**config.mk**
```make
export PLATFORM = sky130hd
export DESIGN_NAME = ray_frame_sequencer
export DESIGN_NICKNAME = d
export VERILOG_FILES = /design/src/rtl/ray_frame_sequencer.sv
export SDC_FILE = /design/constraint.sdc
export NUM_CORES = 1
export LEC_CHECK = 0
export CAP_MARGIN = 25
export CORE_MARGIN = 2
export CORE_UTILIZATION = 41
export CTS_BUF_LIST = sky130_fd_sc_hd__clkbuf_4 sky130_fd_sc_hd__clkbuf_8
export CTS_CLUSTER_DIAMETER = 120
export CTS_CLUSTER_SIZE = 25
export DETAILED_ROUTE_END_ITERATION = 10
export PLACE_DENSITY = 0.73
export SLEW_MARGIN = 20
export SYNTH_ARGS = -nofsm -noshare
export SYNTH_HDL_FRONTEND = slang
export SYNTH_SLANG_ARGS = --single-unit
```
**constraint.sdc**
```tcl
create_clock -name clk -period 11.5 [get_ports clk]
set_clock_uncertainty 0.05 [all_clocks]
set_input_delay 2.3 -clock clk [delete_from_list [all_inputs] [get_ports clk]]
set_output_delay 2.3 -clock clk [all_outputs]
set_load 0.05 [all_outputs]
```
**src/rtl/ray_frame_sequencer.sv**
```systemverilog
// Frame sequencer for the ray-march shading pipeline.
// Walks the screen in raster order and emits one fixed-point coordinate per issue.
// Holds a frozen copy of the scene configuration for the whole frame.
// Limits outstanding pixels with a credit counter so the output FIFO cannot overflow.
module ray_frame_sequencer #(
  parameter int H_RES        = 640,
  parameter int V_RES        = 480,
  parameter int MAX_INFLIGHT = 64,
  parameter int CNT_W        = 10,
  parameter int FP_W         = 16
) (
  input  logic                  clk,
  input  logic                  rst_gen,
  input  logic                  start,
  input  logic                  abort,
  input  logic [FP_W-1:0]       cfg_x_start,
  input  logic [FP_W-1:0]       cfg_x_step,
  input  logic [FP_W-1:0]       cfg_y_start,
  input  logic [FP_W-1:0]       cfg_y_step,
  input  logic [3*FP_W-1:0]     cfg_light_pos,
  input  logic [3*FP_W-1:0]     cfg_camera_forward,
  input  logic [3*FP_W-1:0]     cfg_camera_right,
  input  logic [3*FP_W-1:0]     cfg_ray_origin,
  input  logic                  cfg_sdf_sel,
  input  logic                  downstream_ready,
  input  logic                  pixel_retired,
  output logic [FP_W-1:0]       screen_x,
  output logic [FP_W-1:0]       screen_y,
  output logic                  pix_valid,
  output logic [3*FP_W-1:0]     light_pos,
  output logic [3*FP_W-1:0]     camera_forward,
  output logic [3*FP_W-1:0]     camera_right,
  output logic [3*FP_W-1:0]     ray_origin,
  output logic                  sdf_sel,
  output logic                  busy,
  output logic                  frame_done,
  output logic                  aborted,
  output logic [CNT_W-1:0]      inflight
);

  localparam int COL_W = (H_RES > 1) ? $clog2(H_RES) : 1;
  localparam int ROW_W = (V_RES > 1) ? $clog2(V_RES) : 1;

  typedef enum logic [2:0] {S_IDLE, S_LOAD, S_RUN, S_DRAIN, S_DONE} state_t;

  // Frame-constant scene snapshot; x_start/steps are kept for the raster walk.
  typedef struct packed {
    logic [3*FP_W-1:0] light_pos;
    logic [3*FP_W-1:0] camera_forward;
    logic [3*FP_W-1:0] camera_right;
    logic [3*FP_W-1:0] ray_origin;
    logic              sdf_sel;
    logic [FP_W-1:0]   x_start;
    logic [FP_W-1:0]   x_step;
    logic [FP_W-1:0]   y_step;
  } scene_t;

  state_t           state_q, state_d;
  scene_t           shadow_q, shadow_d;
  logic [COL_W-1:0] col_q, col_d;
  logic [ROW_W-1:0] row_q, row_d;
  logic [FP_W-1:0]  sx_q, sx_d;
  logic [FP_W-1:0]  sy_q, sy_d;
  logic [CNT_W-1:0] inflight_q, inflight_d;
  logic             aborted_q, aborted_d;
  logic             issue;
  logic             retire_eff;
  logic             last_col;
  logic             last_row;

  assign last_col   = (col_q == COL_W'(H_RES - 1));
  assign last_row   = (row_q == ROW_W'(V_RES - 1));
  // A retire with nothing outstanding is spurious and must not underflow.
  assign retire_eff = pixel_retired && (inflight_q != '0);

  // Frame FSM, raster walk and config capture.
  always_comb begin
    state_d   = state_q;
    shadow_d  = shadow_q;
    col_d     = col_q;
    row_d     = row_q;
    sx_d      = sx_q;
    sy_d      = sy_q;
    aborted_d = aborted_q;
    issue     = 1'b0;
    case (state_q)
      S_IDLE: begin
        if (start) state_d = S_LOAD;
      end
      S_LOAD: begin
        shadow_d.light_pos      = cfg_light_pos;
        shadow_d.camera_forward = cfg_camera_forward;
        shadow_d.camera_right   = cfg_camera_right;
        shadow_d.ray_origin     = cfg_ray_origin;
        shadow_d.sdf_sel        = cfg_sdf_sel;
        shadow_d.x_start        = cfg_x_start;
        shadow_d.x_step         = cfg_x_step;
        shadow_d.y_step         = cfg_y_step;
        col_d     = '0;
        row_d     = '0;
        sx_d      = cfg_x_start;
        sy_d      = cfg_y_start;
        aborted_d = 1'b0;
        state_d   = S_RUN;
      end
      S_RUN: begin
        // A same-cycle retire frees a slot, so a full counter can still issue.
        issue = downstream_ready &&
                ((inflight_q < CNT_W'(MAX_INFLIGHT)) || pixel_retired);
        if (issue) begin
          if (last_col) begin
            col_d = '0;
            sx_d  = shadow_q.x_start;
            row_d = row_q + ROW_W'(1);
            sy_d  = sy_q + shadow_q.y_step;
            if (last_row) state_d = S_DRAIN;
          end else begin
            col_d = col_q + COL_W'(1);
            sx_d  = sx_q + shadow_q.x_step;
          end
        end
        // Abort stops further issue; the pixel issued this cycle still counts.
        if (abort) begin
          state_d   = S_DRAIN;
          aborted_d = 1'b1;
        end
      end
      S_DRAIN: begin
        if (inflight_q == '0) state_d = S_DONE;
      end
      S_DONE: begin
        state_d = S_IDLE;
      end
      default: state_d = S_IDLE;
    endcase
  end

  // Credit counter: issue and retire in the same cycle cancel out.
  always_comb begin
    inflight_d = inflight_q;
    case ({issue, retire_eff})
      2'b10:   inflight_d = inflight_q + CNT_W'(1);
      2'b01:   inflight_d = inflight_q - CNT_W'(1);
      default: inflight_d = inflight_q;
    endcase
  end

  // State and datapath registers, cleared asynchronously.
  always_ff @(posedge clk or posedge rst_gen) begin
    if (rst_gen) begin
      state_q    <= S_IDLE;
      shadow_q   <= '0;
      col_q      <= '0;
      row_q      <= '0;
      sx_q       <= '0;
      sy_q       <= '0;
      inflight_q <= '0;
      aborted_q  <= 1'b0;
    end else begin
      state_q    <= state_d;
      shadow_q   <= shadow_d;
      col_q      <= col_d;
      row_q      <= row_d;
      sx_q       <= sx_d;
      sy_q       <= sy_d;
      inflight_q <= inflight_d;
      aborted_q  <= aborted_d;
    end
  end

  assign screen_x       = sx_q;
  assign screen_y       = sy_q;
  assign pix_valid      = issue;
  assign light_pos      = shadow_q.light_pos;
  assign camera_forward = shadow_q.camera_forward;
  assign camera_right   = shadow_q.camera_right;
  assign ray_origin     = shadow_q.ray_origin;
  assign sdf_sel        = shadow_q.sdf_sel;
  assign busy           = (state_q == S_LOAD) || (state_q == S_RUN) || (state_q == S_DRAIN);
  assign frame_done     = (state_q == S_DONE);
  assign aborted        = aborted_q;
  assign inflight       = inflight_q;

endmodule

```
=== After elaboration in Yosys (flattened, before gate mapping) ===
Cells that the tools add are included.

* Add/sub/neg operators: 6
* Order comparisons: 1
* Equality and inequality tests: 16
* Multiplexer cells: 23
* Reductions and logical operators: 14

{| class="wikitable"
|+ Operators by type and width
! kind !! number
|-
| 16-bit two-way mux || 4
|-
| 16-bit case mux with 2 select lines || 2
|-
| 10-bit case mux with 2 select lines || 2
|-
| 16-bit adder || 2
|-
| 10-bit by 1-bit adder with 10-bit output, second input constant || 2
|-
| 10-bit two-way mux || 2
|-
| 3-bit two-way mux || 6
|-
| 9-bit two-way mux || 2
|-
| 9-bit case mux with 2 select lines || 1
|-
| 3-bit case mux with 4 select lines || 1
|-
| 10-bit == test, second input constant || 1
|-
| 10-bit zero test || 1
|-
| 10-bit by 7-bit < comparator with 1-bit output, second input constant || 1
|-
| 2-bit inequality test, second input constant || 5
|-
| 10-bit nonzero test || 1
|-
| 10-bit by 1-bit subtractor with 10-bit output, second input constant || 1
|-
| 9-bit by 1-bit adder with 9-bit output, second input constant || 1
|-
| 9-bit == test, second input constant || 1
|-
| 3-bit inequality test, second input constant || 3
|-
| 3-bit by 2-bit == test with 1-bit output, second input constant || 2
|-
| 5-bit AND reduction || 1
|-
| 2-bit AND reduction || 2
|-
| 2-bit nonzero test || 2
|-
| 3-bit by 1-bit == test with 1-bit output, second input constant || 1
|-
| other kinds (9) || 13
|}

* Register bits: 306
* Bits of input ports: 263
* Output and inout bits: 239

=== Depth between registers and ports, before layout ===
Gate-level depths: netlist (run 1).

* Word-level depth: 6
* Mapped depth: 12
* Depth with buffers taken out: 11

=== Worst setup path after synthesis (run 1) ===
OpenSTA, ideal clock, no wires.

* Kind: input-to-output
* Start point: input pixel_retired
* End point: output pix_valid
* Data arrival time: 2.760 ns
* Data required time: 9.150 ns
* Path slack: 6.390 ns
* Stages on the path: 2
* Buffers on the path: 0
* Cells stage by stage: o211ai_4 > inv_2

* Cells in the longest elaborated chain, start to end: 3

{| class="wikitable"
|+ RTL lines
! what !! RTL line !! RTL
|-
| start, declared || 26 || <nowiki>input logic pixel_retired,</nowiki>
|-
| 1-bit logical OR || 109 || <nowiki>((inflight_q < CNT_W'(MAX_INFLIGHT)) || pixel_retired);</nowiki>
|-
| 1-bit logical AND || 108 || <nowiki>issue = downstream_ready &&</nowiki>
|-
| 1-bit two-way mux || 86 || <nowiki>case (state_q)</nowiki>
|-
| end, declared || 29 || <nowiki>output logic pix_valid,</nowiki>
|}

No other way between the ends.

=== Final worst setup path (run 1) ===
Same ends and word-level chain as after synthesis.

==> out/results.ini, run 1 <==
[timing]
rsz0062_at_grt = false
maxSlewHeadroom_pct = 32.6
period_share_pct = 55.4
setup_tns_ps = 0
setup_viol_count_final = 0
max_clock_freq_mhz = 157
min_period_ps = 6370
timing.final.hold_violations = 0
tightestPinTransition_ps = 1010
slew_viol_final = 0

[grt]
grt_use_total_pct = 21.8
grt_pass1_vias = 12200
grt_max_degree = 118
grt_antenna_before_repair = 1
grt_pass1_wl_um = 67600
overflow = 0

[critical_path]
crit_family = buffers and inverters
critical_path_depth = 4
worstPathMaxFanout = 7
max_stage_delay_ps = 730
cp_common_cell = clkdlybuf4s50_1
timing.rr.end = inflight[9]$_DFFE_PP0P_
cp-start-kind = primary input
rrSetupSlack_ps = 7990
crit_type = in2out
crit_buf_inv = 3
startpoint = pixel_retired
critPathCapture = pix_valid
slowest_stage = clkdlybuf4s50_1
cp.required_ps = 9150
cp.arrival_ps = 4020
r2r-start = inflight[7]$_DFFE_PP0P_
r2r_cells = 11
crit_chain = clkdlybuf4s50_1 > o211ai_4 > inv_2 > clkdlybuf4s50_1
worstSetupEndpointType = output port

[cts]
clock_tree.buffer_depth = 3
htreeDepth = 1
cts_resized = 0
cts_tree = built
postCtsSetupBuffers = 0
cts_buffers = 16
cts_root_buf = clkbuf_8
clk_pin_slew_worst_paths_ps = 140
clk_latency_ps = 570
hold_buffers = 0
cts_num_sinks = 306

[detailed_routing]
dr_total_vias = 12400
drc = 0
drt-total-wl_um = 43400
drt_first_pass_iters = 4
viasPerCell = 4.95
final_antenna_net_count = 0
wl_per_cell_um = 17.4
drt_iter0_markers = 590

[synth]
synth_ff_type = dfrtp_1
yosys.area.top_type = dfrtp_1
syn_nets = 2069
syn_inst = 1762
synth_edf_count = 0
ys_ff_latch = 306
avgSynthCellArea_um2 = 8.64
synth_area_mm2 = 0.0152
async_reset_ff_share_pct = 100
synth_warnings = 0
ys_seq_area_share_pct = 50.3
synth_cell_types = 70
synth_area_leaders = dfrtp_1, nand2_1, buf_4
yosysTopAreaCellShare_pct = 50.3

[pwr]
p_per_area_mw_per_mm2 = 326
vdd_drop_max_uv = 179
finalPower_mw = 6.35
leakagePower_nw = 9.05

[cells_and_area]
final_cells = 2496
final_common_cell = nand2_1
drive_gt1_share_pct = 2.76
multi_input_area_mm2 = 0.00579
mostFrequentLayoutCells = nand2_1, clkdlybuf4s50_1, dfrtp_1
syn2layout_area_growth_pct = 27.8
antenna_cells = 0
seq_area_mm2 = 0.00766
nFillCells = 3319
finalNetCount = 2335

[floorplanning]
rows = 70
io_pins = 502
coreArea_mm2 = 0.0366
initial_core_util_pct = 41.6
fp.dieArea_mm2 = 0.0387
die_w_um = 197
die_h_um = 197

[placement]
place_inst = 2478
portBuffers = 501
hpwl_um = 31900
gp_congestion = 0.875

[job]
drv_cap = 0

[worst_hold_path]
hold_path_class = reg2reg

[status]
status = completed

power by group:
group          switching [mW]  internal [mW]  leakage, nW
clock                   0.341          0.140        0.132
sequential              0.337           1.58         3.65
combinational            2.59           1.36         5.27
how the worst min path moves through the flow:
stage,from,to,depth (start not counted)
detailed placement,camera_right[7]$_DFFE_PP0P_,camera_right[7]$_DFFE_PP0P_,2
global route,light_pos[46]$_DFFE_PP0P_,light_pos[46]$_DFFE_PP0P_,2
floorplan,shadow_q[46]$_DFFE_PP0P_,shadow_q[46]$_DFFE_PP0P_,2
CTS,camera_right[45]$_DFFE_PP0P_,camera_right[45]$_DFFE_PP0P_,2
global placement,shadow_q[46]$_DFFE_PP0P_,shadow_q[46]$_DFFE_PP0P_,2
finish,light_pos[2]$_DFFE_PP0P_,light_pos[2]$_DFFE_PP0P_,2
state kept, by name, indices dropped and copies added, names as in the netlist, 16 cells and up:
signal / count
screen_x: 16
camera_forward: 48
light_pos: 48
shadow_q: 48
screen_y: 16
camera_right: 48
ray_origin: 48
through the flow:
step | hold WS, ps | util (%) | setup WS (ps) | instance area (µm²)
2_1_floorplan | 390 | - | 691 | 15200
3_3_place_gp | 405 | 52.5 | 5160 | 19200
3_5_place_dp | 411 | 52.5 | 5120 | 19200
4_1_cts | 444 | 53.2 | 5120 | 19500
5_1_grt | 463 | 53.2 | 5080 | 19500
6_report | 439 | 53.2 | 5130 | 19500
routing by layer:
metal	GRT usage, %	wire length (µm)
met5	0	7
met4	6.21	1320
met3	4.45	2770
met2	36.1	20800
met1	29.1	18500
cells in the mapped netlist, types with 3 or more instances:
| cell | number |
|---|---|
| a211oi_1 | 9 |
| a21o_1 | 8 |
| a21oi_1 | 45 |
| a221oi_1 | 3 |
| a22o_1 | 4 |
| and3_1 | 8 |
| buf_2 | 5 |
| buf_4 | 193 |
| clkbuf_1 | 65 |
| dfrtp_1 | 306 |
| fa_1 | 3 |
| ha_1 | 41 |
| inv_1 | 17 |
| nand2_1 | 771 |
| nand2b_1 | 5 |
| nand3_1 | 14 |
| nand4_1 | 6 |
| nor2_1 | 54 |
| nor2b_1 | 5 |
| nor3_1 | 11 |
| nor3b_1 | 5 |
| nor4_1 | 3 |
| o211ai_1 | 6 |
| o21a_1 | 10 |
| o21ai_0 | 56 |
| o22ai_1 | 9 |
| o31ai_1 | 9 |
| or3_1 | 4 |
| xnor2_1 | 17 |
| xor2_1 | 17 |
logic make-up after synthesis:
family / synth area share, %
buffers and inverters: 11.8
XOR/XNOR: 1.96
multiplexers: 0.205
AND/OR/NAND/NOR: 23.7
adder cells (fa/ha/maj): 3.76
flip-flops: 50.3
AO/OA/AOI/OAI: 8.27
worst min-delay path: stages, from the launching register on:
cell	delay, ps
dfrtp_1	360
nand2_1	50
nand2_1	50
cell type report:
class | count | area share, %
clock buffer | 17 | 1.20
clock inverter | 1 | 0.103
inverter | 18 | 0.386
multi-input combinational | 1174 | 29.8
sequential | 306 | 39.3
tap | 468 | 3.01
timing repair buffer | 512 | 26.2
Note: power is estimated with default switching activity, not from simulation.
==> run 2: changes to the inputs <==
Clock period 11.5 ns to 5.9 ns, I/O delays scaled along.
==> run 2 against run 1 <==
Effect of this change: cell area increased by 0.12%; worst hold slack got worse by 0.70 ps; sequential power increased by 94%; utilization increased by 0.062 points; first-iteration DRC count increased by 26%; die area unchanged.
==> out/results.ini, run 2 (synthesis results as in run 1) <==
[critical_path]
cp_common_cell = clkdlybuf4s50_1
rrSetupSlack_ps = 2250  ; -5740 ps
slowest_stage = clkdlybuf4s50_1
r2r_cells = 12  ; +1
worstSetupEndpointType = output port
crit_type = in2out
worstPathMaxFanout = 7  ; unchanged
crit_buf_inv = 3  ; unchanged
cp.required_ps = 4670  ; -4480 ps
crit_chain = clkdlybuf4s50_1 > o211ai_4 > inv_2 > clkdlybuf4s50_1
cp.arrival_ps = 2910  ; -1110 ps
r2r-start = state_q[0]$_DFFE_PP0P_
crit_family = buffers and inverters
max_stage_delay_ps = 730  ; about the same
timing.rr.end = inflight[9]$_DFFE_PP0P_
cp-start-kind = primary input

[grt]
overflow = 0  ; unchanged
grt_pass1_wl_um = 68200  ; +0.81%
grt_pass1_vias = 12400  ; +2.1%
grt_antenna_before_repair = 1  ; unchanged
grt_max_degree = 151  ; +28%
grt_use_total_pct = 22.0  ; +0.19 points

[cells_and_area]
mostFrequentLayoutCells = nand2_1, clkdlybuf4s50_1, dfrtp_1
final_cells = 2494  ; -0.080%
drive_gt1_share_pct = 2.62  ; -0.14 points
post-route-cell-area_mm2 = 0.0195  ; +0.12%
final_common_cell = nand2_1
syn2layout_area_growth_pct = 28.0
final_util_pct = 53.2  ; +0.062 points
finalNetCount = 2332  ; -0.13%

[cts]
cts_num_sinks = 306  ; unchanged
postCtsSetupBuffers = 0  ; unchanged
clock_tree.buffer_depth = 3  ; unchanged
hold_buffers = 0  ; unchanged
cts_tree = built
htreeDepth = 1  ; unchanged
cts_resized = 0  ; unchanged
clk_latency_ps = 570  ; about the same
cts_root_buf = clkbuf_8
cts_buffers = 16  ; unchanged
clk_pin_slew_worst_paths_ps = 110  ; -30 ps

[timing]
whs_ps = 439  ; -0.700 ps
timing.final.hold_violations = 0  ; unchanged
tightestPinTransition_ps = 1010  ; -3.50 ps
slew_viol_final = 0  ; unchanged
setup_tns_ps = 0  ; unchanged
setup_viol_count_final = 0  ; unchanged
rsz0062_at_grt = false
maxSlewHeadroom_pct = 32.9  ; +0.23 points
max_clock_freq_mhz = 242
worst_slack_ps = 1760  ; -3370 ps
min_period_ps = 4140
period_share_pct = 70.1

[pwr]
leakagePower_nw = 9.05  ; about the same
vdd_drop_max_uv = 369  ; +110%
p_per_area_mw_per_mm2 = 636  ; +95%
finalPower_mw = 12.4  ; +95%

[job]
drv_cap = 0  ; unchanged

[placement]
gp_congestion = 0.886  ; +1.2%
place_inst = 2475  ; -0.12%
place_area_mm2 = 0.0192  ; +0.12%
pre_cts_ws_ps = 1430  ; -3700 ps
portBuffers = 501  ; unchanged
hpwl_um = 31800  ; -0.53%

[floorplanning]
io_pins = 502  ; unchanged
initial_core_util_pct = 41.6  ; unchanged
rows = 70  ; unchanged
die_h_um = 197  ; unchanged
coreArea_mm2 = 0.0366  ; unchanged
die_w_um = 197  ; unchanged
fp.dieArea_mm2 = 0.0387  ; unchanged

[detailed_routing]
route.met2.wl_um = 20500  ; -1.5%
drc = 0  ; unchanged
wl_met3_um = 2860  ; +3.4%
dr_total_vias = 12300  ; -0.57%
viasPerCell = 4.93  ; -0.49%
final_antenna_net_count = 0  ; unchanged
drt_iter0_markers = 743  ; +26%
met1_length_um = 18800  ; +1.5%
drt-total-wl_um = 43700  ; +0.62%
drt_first_pass_iters = 5  ; +1
highest_layer = met4
wl_per_cell_um = 17.5  ; +0.70%

[worst_hold_path]
whs_path_depth = 2  ; unchanged
holdPathEnd = light_pos[2]$_DFFE_PP0P_
hold_path_class = reg2reg
hold_start = light_pos[2]$_DFFE_PP0P_

[status]
status = completed

[run 2: layout make-up]
type | instances | area [µm²]
clock buffer | 17 | 234
fill | 3311 | 17100
timing repair buffer | 509 | 5120
sequential | 306 | 7660
antenna | 1 | 2.50
inverter | 18 | 71.3
clock inverter | 1 | 20.0
multi-input combinational | 1174 | 5790
tap | 468 | 586
[run 2: per-layer routing]
metal	vias to the layer above	GRT usage, %
li1	5957	-
met1	5838	29.3
met2	420	36.1
met3	78	4.41
met4	0	7.24
met5	-	0
[run 2: how the worst max path moves through the flow]
| stage | start | cells past startpoint | slack (ps) | end |
|---|---|---|---|---|
| final | pixel_retired | 4 | 1760 | pix_valid |
| after global routing | pixel_retired | 4 | 1720 | pix_valid |
| after CTS | pixel_retired | 4 | 1750 | pix_valid |
| after detailed placement | pixel_retired | 11 | 1430 | inflight[9]$_DFFE_PP0P_ |
| after global placement | pixel_retired | 11 | 1530 | inflight[9]$_DFFE_PP0P_ |
| after floorplan | rst_gen | 1 | 600 | aborted$_DFFE_PP0P_ |
[run 2: where the power goes]
part / internal (mW) / leakage (nW) / total (mW) / switching (mW)
clock: 0.273 / 0.132 / 0.935 / 0.662
sequential: 3.08 / 3.65 / 3.73 / 0.644
combinational: 2.65 / 5.27 / 7.73 / 5.07
total: 6.01 / 9.05 / 12.4 / 6.38
[run 2: worst register-to-register path: stages (launching register included)]
cell and delay [ps]:
dfrtp_1 510, nor3b_4 220, buf_4 340, o211ai_4 210, ha_1 420, ha_1 440
o21ai_0 130, o21ai_0 280, a211oi_1 140, nor3b_1 340, mux2i_1 210, o21ai_0 120
xor2_1 180
